<file path="src/rtl/addr8s_sched_pkg.sv">
// Shared types, widths and the round-robin grant function for the dual-pass adder scheduler.
package addr8s_sched_pkg;

    localparam int OP_W     = 8;
    localparam int SUM_W    = 9;
    localparam int MAX_NREQ = 8;

    typedef enum logic [1:0] {
        IDLE  = 2'd0,
        EXEC1 = 2'd1,
        EXEC2 = 2'd2,
        RESP  = 2'd3
    } state_t;

    // One-hot grant to the first valid requester at or after ptr, wrapping at n.
    function automatic logic [MAX_NREQ-1:0] rr_grant(
        input logic [MAX_NREQ-1:0] valid,
        input logic [2:0]          ptr,
        input int                  n
    );
        logic [MAX_NREQ-1:0] grant;
        logic                found;
        logic [2:0]          idx;
        int                  pos;
        grant = '0;
        found = 1'b0;
        for (int k = 0; k < MAX_NREQ; k++) begin
            pos = int'(ptr) + k;
            if (pos >= n) pos = pos - n;
            idx = 3'(pos);
            if (!found && k < n && valid[idx]) begin
                grant[idx] = 1'b1;
                found      = 1'b1;
            end
        end
        return grant;
    endfunction

endpackage

</file>
<file path="src/rtl/addr8s_core.sv">
// Combinational 8+8 -> 9 bit signed adder; the 9-bit result can never overflow.
module addr8s_core
    import addr8s_sched_pkg::*;
(
    input  logic [OP_W-1:0]  a,
    input  logic [OP_W-1:0]  b,
    output logic [SUM_W-1:0] sum
);

    assign sum = {a[OP_W-1], a} + {b[OP_W-1], b};

endmodule

</file>
<file path="src/rtl/addr8s_sched.sv">
// Round-robin scheduler sharing one adder core; each operation runs as (A,B) then (B,A)
// and the two passes are compared, retrying on mismatch and flagging exhausted retries.
module addr8s_sched
    import addr8s_sched_pkg::*;
#(
    parameter int NREQ      = 4,
    parameter int MAX_RETRY = 2
) (
    input  logic                      clk,
    input  logic                      rst_n,
    input  logic [NREQ-1:0]           req_valid,
    output logic [NREQ-1:0]           req_ready,
    input  logic [NREQ*OP_W-1:0]      req_a,
    input  logic [NREQ*OP_W-1:0]      req_b,
    output logic                      rsp_valid,
    input  logic                      rsp_ready,
    output logic [$clog2(NREQ)-1:0]   rsp_id,
    output logic [SUM_W-1:0]          rsp_sum,
    output logic                      rsp_err,
    output logic [7:0]                err_count,
    input  logic                      fi_en,
    input  logic [SUM_W-1:0]          fi_mask
);

    localparam int ID_W = $clog2(NREQ);

    state_t            state, state_nxt;
    logic [ID_W-1:0]   rr_ptr;
    logic [2:0]        retry;
    logic [OP_W-1:0]   op_a, op_b;
    logic [ID_W-1:0]   id_q;
    logic [SUM_W-1:0]  s1, s2;
    logic              err_q;

    logic [NREQ-1:0]   grant;
    logic [ID_W-1:0]   grant_id;
    logic              req_fire;
    logic [OP_W-1:0]   core_a, core_b;
    logic [SUM_W-1:0]  core_sum;
    logic              mismatch;
    logic              can_retry;

    assign grant     = NREQ'(rr_grant(MAX_NREQ'(req_valid), 3'(rr_ptr), NREQ));
    assign req_fire  = (state == IDLE) && (|grant);
    assign mismatch  = (core_sum != s1);
    assign can_retry = (retry < 3'(MAX_RETRY));

    always_comb begin
        // NOTE: every combinationally assigned signal gets a default first so no latch is inferred.
        grant_id = '0;
        for (int i = 0; i < NREQ; i++) begin
            if (grant[i]) grant_id = ID_W'(i);
        end
    end

    addr8s_core u_core (
        .a   (core_a),
        .b   (core_b),
        .sum (core_sum)
    );

    // State register
    always_ff @(posedge clk or negedge rst_n) begin
        // NOTE: sequential state uses non-blocking assignments so all registers update together.
        if (!rst_n) state <= IDLE;
        else        state <= state_nxt;
    end

    // Next-state logic
    always_comb begin
        state_nxt = state;
        unique case (state)
            IDLE:    if (req_fire) state_nxt = EXEC1;
            EXEC1:   state_nxt = EXEC2;
            EXEC2:   state_nxt = (mismatch && can_retry) ? EXEC1 : RESP;
            RESP:    if (rsp_ready) state_nxt = IDLE;
            default: state_nxt = IDLE;
        endcase
    end

    // Outputs and operand steering: the second pass swaps operands on the same core
    always_comb begin
        req_ready = (state == IDLE) ? grant : '0;
        rsp_valid = (state == RESP);
        core_a    = (state == EXEC2) ? op_b : op_a;
        core_b    = (state == EXEC2) ? op_a : op_b;
    end

    always_ff @(posedge clk or negedge rst_n) begin
        if (!rst_n) begin
            rr_ptr    <= '0;
            retry     <= '0;
            op_a      <= '0;
            op_b      <= '0;
            id_q      <= '0;
            s1        <= '0;
            s2        <= '0;
            err_q     <= 1'b0;
            err_count <= '0;
        end else begin
            if (req_fire) begin
                op_a   <= req_a[grant_id*OP_W +: OP_W];
                op_b   <= req_b[grant_id*OP_W +: OP_W];
                id_q   <= grant_id;
                rr_ptr <= (int'(grant_id) == NREQ-1) ? '0 : grant_id + 1'b1;
                retry  <= '0;
                err_q  <= 1'b0;
            end
            if (state == EXEC1) s1 <= core_sum ^ (fi_en ? fi_mask : '0);
            if (state == EXEC2) begin
                s2 <= core_sum;
                if (mismatch) begin
                    if (can_retry) retry <= retry + 3'd1;
                    else           err_q <= 1'b1;
                end
            end
            if (state == RESP && rsp_ready && err_q && err_count != 8'hFF)
                err_count <= err_count + 8'd1;
        end
    end

    assign rsp_id  = id_q;
    assign rsp_sum = s2;
    assign rsp_err = err_q;

endmodule

</file>
<file path="config.mk">
export PLATFORM = sky130hd
export DESIGN_NAME = addr8s_sched
export DESIGN_NICKNAME = d
export VERILOG_FILES = /design/src/rtl/addr8s_sched_pkg.sv /design/src/rtl/addr8s_core.sv /design/src/rtl/addr8s_sched.sv
export SDC_FILE = /design/constraint.sdc
export NUM_CORES = 1
export LEC_CHECK = 0
export ABC_AREA = 0
export BUFFER_PORTS_ARGS = -buffer_cell sky130_fd_sc_hd__buf_4
export CORE_UTILIZATION = 40
export DETAILED_ROUTE_END_ITERATION = 7
export GPL_TIMING_DRIVEN = 0
export PLACE_DENSITY = 0.61
export SLEW_MARGIN = 0
export SYNTH_ARGS = -nofsm -noshare
export SYNTH_HDL_FRONTEND = slang
export SYNTH_HIERARCHICAL = 1
export SYNTH_SLANG_ARGS = --single-unit
</file>
<file path="constraint.sdc">
create_clock -name clk -period 5.71 [get_ports clk]
set_input_delay 0.571 -clock clk [delete_from_list [all_inputs] [get_ports clk]]
set_output_delay 0.571 -clock clk [all_outputs]
set_load 0.1 [all_outputs]
</file>
## Word-level counts from Yosys, hierarchy flattened

Cells that the tools add are included.
Widths: inputs -> output; s select.

| cells by class | value |
|---|---|
| bitwise gates (word level) | 4 |
| shifts and indexed selects | 2 |
| reduce and logical (&&, ||, !) cells | 18 |
| add/sub/neg operators | 11 |
| mux-type cells | 47 |
| eq/ne operators | 8 |
| $lt $le $gt $ge | 13 |

Operators with widths:

| operator | number |
|---|---|
| $shiftx 32x6->8 | 2 |
| $mux 3 | 8 |
| $mux 4 | 5 |
| $lt 3x4->1 const B | 4 |
| $mux 1 | 16 |
| $mux 8 | 2 |
| $bmux 1 s3 | 4 |
| $demux 1 s3 | 4 |
| $ge 3x1->1 const B | 4 |
| $logic_and 1x1->1 | 12 |
| $mux 2 | 6 |
| $or 4x4->4 | 3 |
| $add 8x8->9 | 1 |
| $ge 3x3->1 const B | 3 |
| $mux 9 | 1 |
| $ne 9x9->1 | 1 |
| $sub 3x3->3 const B | 3 |
| $xor 9x9->9 | 1 |
| $add 8x1->8 const B | 1 |
| $ne 8x8->1 const B | 1 |
| $pmux 2 s4 | 1 |
| $add 2x2->3 const B | 2 |
| $eq 2x1->1 const B | 2 |
| $eq 2x2->1 const B | 2 |
| 12 further kinds | 14 |

| storage, ports and cells | value |
|---|---|
| word-level logic and storage cells | 113 |
| output and inout port bits | 25 |
| input port bits | 81 |
| register bits after elaboration | 52 |

## Logic depth before layout (Yosys ltp)

| logic depth | value |
|---|---|
| depth in word-level cells | 20 |
| depth in mapped cells | 17 |
| depth with buffers taken out | 15 |

## Cells and area by module

Netlist, hierarchy kept.

By module, submodules not included:

| module | area an instance (um^2) | instances | cells an instance |
|---|---|---|---|
| addr8s_sched | 3299.4 | 1 | 349 |
| addr8s_core | 319.1 | 1 | 40 |

## Worst setup path after synthesis

No wires, ideal clock.

| timing | value |
|---|---|
| path type | reg-to-output |
| start | reg rr_ptr[0] |
| end | out req_ready[3] |
| slack | 1.665 ns |
| cell stages (with the launch flop) | 9 |
| path buffers | 1 |
| data arrival time | 3.474 ns |
| cell sequence | dfrtp_1 inv_1 ha_1 and3b_1 nor2_2 nor4b_4 a221oi_1 clkbuf_1 nor2_1 |

| between the ends | value |
|---|---|
| word-level cells in the longest chain between the ends | 15 |
| elaborated cells on any way between the ends | 60 |
| classes of those cells | add/sub (7); order compare (12); mux (28); bitwise (3); reduce/logical (10) |

RTL lines:

| what | line | text |
|---|---|---|
| from (decl) | addr8s_sched.sv:28 | `logic [ID_W-1:0] rr_ptr;` |
| from (signal assigned) | addr8s_sched.sv:105 | `rr_ptr <= (int'(grant_id) == NREQ-1) ? '0 : grant_id + 1'b1;` |
| parallel branches: the longest is 13 deep, another holds $lt 3x4->1 | -- |  |
| $mux 4 * | addr8s_sched_pkg.sv:31 | `if (!found && k < n && valid[idx]) begin` |
| $mux 4 * | addr8s_sched.sv:83 | `req_ready = (state == IDLE) ? grant : '0;` |
| to (decl) | addr8s_sched.sv:12 | `output logic [NREQ-1:0] req_ready,` |

Mark *: on every way between the ends. The select of a mux whose other input is x is not followed.

## Worst setup path after layout

| timing | value |
|---|---|
| start | reg state[0] |
| end | reg retry[0] |

| between the ends | value |
|---|---|
| word-level cells in the longest chain between the ends | 6 |
| elaborated cells on any way between the ends | 11 |
| classes of those cells | add/sub (1); eq/ne (2); mux (6); reduce/logical (2) |

RTL lines:

| what | line | text |
|---|---|---|
| from (decl) | addr8s_sched.sv:27 | `state_t state, state_nxt;` |
| from (signal assigned) | addr8s_sched.sv:66 | `else state <= state_nxt;` |
| $eq 2x2->1 | addr8s_sched.sv:85 | `core_a = (state == EXEC2) ? op_b : op_a;` |
| $mux 8 | addr8s_sched.sv:85 |  |
| net core_a[0] | addr8s_sched.sv:38 | `logic [OP_W-1:0] core_a, core_b;` |
| $add 8x8->9 | addr8s_core.sv:10 | `assign sum = {a[OP_W-1], a} + {b[OP_W-1], b};` |
| net core_sum[8] | addr8s_sched.sv:39 | `logic [SUM_W-1:0] core_sum;` |
| $ne 9x9->1 | addr8s_sched.sv:45 | `assign mismatch = (core_sum != s1);` |
| $mux 3 | addr8s_sched.sv:112 | `if (mismatch) begin` |
| $mux 3 | addr8s_sched.sv:110 | `if (state == EXEC2) begin` |
| to (signal assigned) | addr8s_sched.sv:113 | `if (can_retry) retry <= retry + 3'd1;` |
| to (decl) | addr8s_sched.sv:29 | `logic [2:0] retry;` |

The timed path passes the listed nets, and every way through them passes these cells.
A chain may end at the register's enable or synchronous reset.

==> qor.yml <==
outcome: "completed"
die_width_um: 97.11
worstPathRequired_ns: 5.92
critPathArrivalTime_ns: 4.98
grt_use_total: 0.2152
drtIter0Drc: 95
startpoint_type: "flip-flop"
dp_hpwl_mm: 7.823
die-area_um2: 9430
fin_setup_tns_ns: 0
skew_ns: 0.01269
nFillCells: 848
period_share: 0.8357
cts_hold_buf: 0
die_h_um: 97.11
gp_congestion: 0.9223
hold_viol: 0
clk_pin_slew_ns: 0.10
clock_latency_ns: 0.31
worstPathCellList: "nand2b_1, clkbuf_1, buf_1, mux2_2, ha_1, fa_1, a21o_1, a21oi_1, o211ai_1, o21ai_0, xnor2_1, nand3_1, nor4_1, nand2b_1, nor2_1, mux2_2"
overflow: 0
vias_per_cell: 5.268
syn_avg_cell_area_um2: 9.302
numCtsBuffers: 5
ys_ff_latch: 52
min_period_ns: 4.772
grt_max_degree: 53
crit_type: "reg -> reg"
synth.distinct_cells: 48
cts_max_path_buffers: 2
slew_violations: 0
grt_pass1_vias: 3346
slew_headroom: 0.5448
vias: 3208
cts_root_buf: "clkbuf_8"
rsz0062_at_grt: "no"
syn_nets: 488
crit_slowest_cell: "buf_1"
nets: 599
cp_slowest_stage_delay_ns: 0.49
setup_violations: 0
tightest_slew_ns: 0.6828
detail-route-antenna-nets: 0
hold_class: "in -> async"
totalWireLength_mm: 9.640
hold_slack_ns: 0.2790
initial_core_util: 0.4149
worstPathMaxFanout: 10
htreeDepth: 2
io_buffers: 104
synth_area_um2: 3618
ios: 106
drive_gt1_frac: 0.3253
drv_cap: 0
cts_resized: 0
clock-sinks: 52
syn_to_final_growth_pct: 27.80
drc_errors: 0
std_cell_rows: 34
synthesis.instances: 389
core_um2: 8721
post_cts_buffers: 0
yosysWarnings: 6
antenna_cells: 0
fmax_mhz: 209.6
tritoncts: "done"
routedWlPerCell_um: 15.83
grt_pass1_wl_mm: 16.52
synth-seq-area-share: 0.3596
antenna_found_initial: 0
drt_pass1_iterations: 4
critPathCaptureType: "flip-flop"
metal layers:
layer | part of all wire | GRT usage | up-vias
met5 | 0 | 0 | -
met4 | 0.020 | 0.06429 | 0
met3 | 0.026 | 0.02878 | 18
met2 | 0.50 | 0.3732 | 68
met1 | 0.46 | 0.2789 | 1505
li1 | - | - | 1617
registers in the layout (all words and copies together), names as in the netlist:
name,flops
rsp_sum,9
retry,3
rsp_err,1
err_count,8
s1,9
state,2
op_a,8
rr_ptr,2
rsp_id,2
op_b,8
worst max-delay path: cells and delay by family, from the launching register on:
kind | cells | cell delay, ns
AOI/OAI and AO/OA | 4 | 0.78
xor gates and xnor gates | 1 | 0.17
adders and majority gates | 2 | 0.68
DFF | 1 | 0.46
and+or+nand+nor | 5 | 0.96
buffers and inverters | 2 | 0.93
muxes | 2 | 0.69
cells by family (layout without fill, tap and decap cells):
logic type | after synthesis | in the layout | synth area share
simple gates | 121 | 121 | 0.1605
compound gates | 102 | 102 | 0.1957
flops | 52 | 52 | 0.3596
buf+inv | 35 | 147 | 0.04461
mux | 31 | 31 | 0.1027
xor+xnor | 30 | 30 | 0.07261
fa+ha+maj | 18 | 18 | 0.06431
per-stage QoR:
step,setup WS (ns),area (µm²),instances,utilization
after floorplan,1.665,3618,389,-
after global placement,1.035,4534,601,0.5199
after detailed placement,0.9646,4534,601,0.5199
after CTS,0.9297,4624,609,0.5303
after global routing,0.5001,4624,609,0.5303
final,0.9381,4624,609,0.5303
synthesized netlist by cell type, drive strengths merged:
library cell	n	area (µm²)
a211oi	2	15.01
a21boi	1	18.77
a21o	3	22.52
a21oi	26	130.1
a221o	2	20.02
a221oi	4	41.29
a31oi	18	112.6
a41oi	2	36.29
and2	1	6.260
and3	3	18.77
and3b	1	8.760
buf	13	78.83
clkbuf	10	37.54
dfrtp	52	1301
fa	1	20.02
ha	17	212.7
inv	12	45.04
mux2	29	326.6
mux4	2	45.04
nand2	50	190.2
nand2b	4	25.02
nand3	23	115.1
nand4	2	12.51
nand4b	1	8.760
nor2	31	118.9
nor3	1	16.27
nor4	1	6.260
nor4b	2	47.55
o211a	1	10.01
o211ai	3	22.52
o21a	1	7.510
o21ai	19	95.09
o2bb2ai	16	140.1
o31ai	3	27.52
o32ai	1	8.760
or2	1	6.260
xnor2	14	122.6
xor2	16	140.1
path summary, 6_finish.rpt:
path                       slack, ns        end  startpoint  depth (start not counted)
hold / removal                  0.28    op_a[2]       rst_n                          1
setup / recovery                0.94   retry[0]    state[0]                         16
hold reg to reg                 0.51  rsp_id[0]   rsp_id[0]                          1
max in group asynchronous       4.97  rr_ptr[1]       rst_n                          1
setup reg to reg                0.94   retry[0]    state[0]                         16
min in group clk                0.43   state[0]   rsp_ready                          2
cells in the final DEF (no fill, tap or decap), types with 4 or more instances in the layout:
cell / count
inv_1: 12
a21oi_1: 26
ha_1: 17
buf_2: 6
nor2_1: 30
a31oi_1: 18
xnor2_1: 14
buf_4: 108
nand3_1: 23
o21ai_0: 15
clkbuf_1: 10
nand2_1: 49
mux2_2: 28
nand2b_1: 4
o2bb2ai_1: 16
clkbuf_8: 5
dfrtp_1: 52
o21ai_1: 4
xor2_1: 16
final cells by class:
class | count | area (µm²) | area share
clock inverters | 3 | 21.27 | 0.004600
flip-flops and latches | 52 | 1301 | 0.2814
multi-input cells | 302 | 2156 | 0.4662
inverters | 12 | 45.04 | 0.009740
well taps | 108 | 135.1 | 0.02922
repair buffers | 104 | 780.7 | 0.1688
plain buffers | 23 | 116.4 | 0.02516
clock buffers | 5 | 68.82 | 0.01488
Power is left out: the tool's default activity adds up to more than one toggle a clock period on the data nets, which glitch-free logic cannot reach.
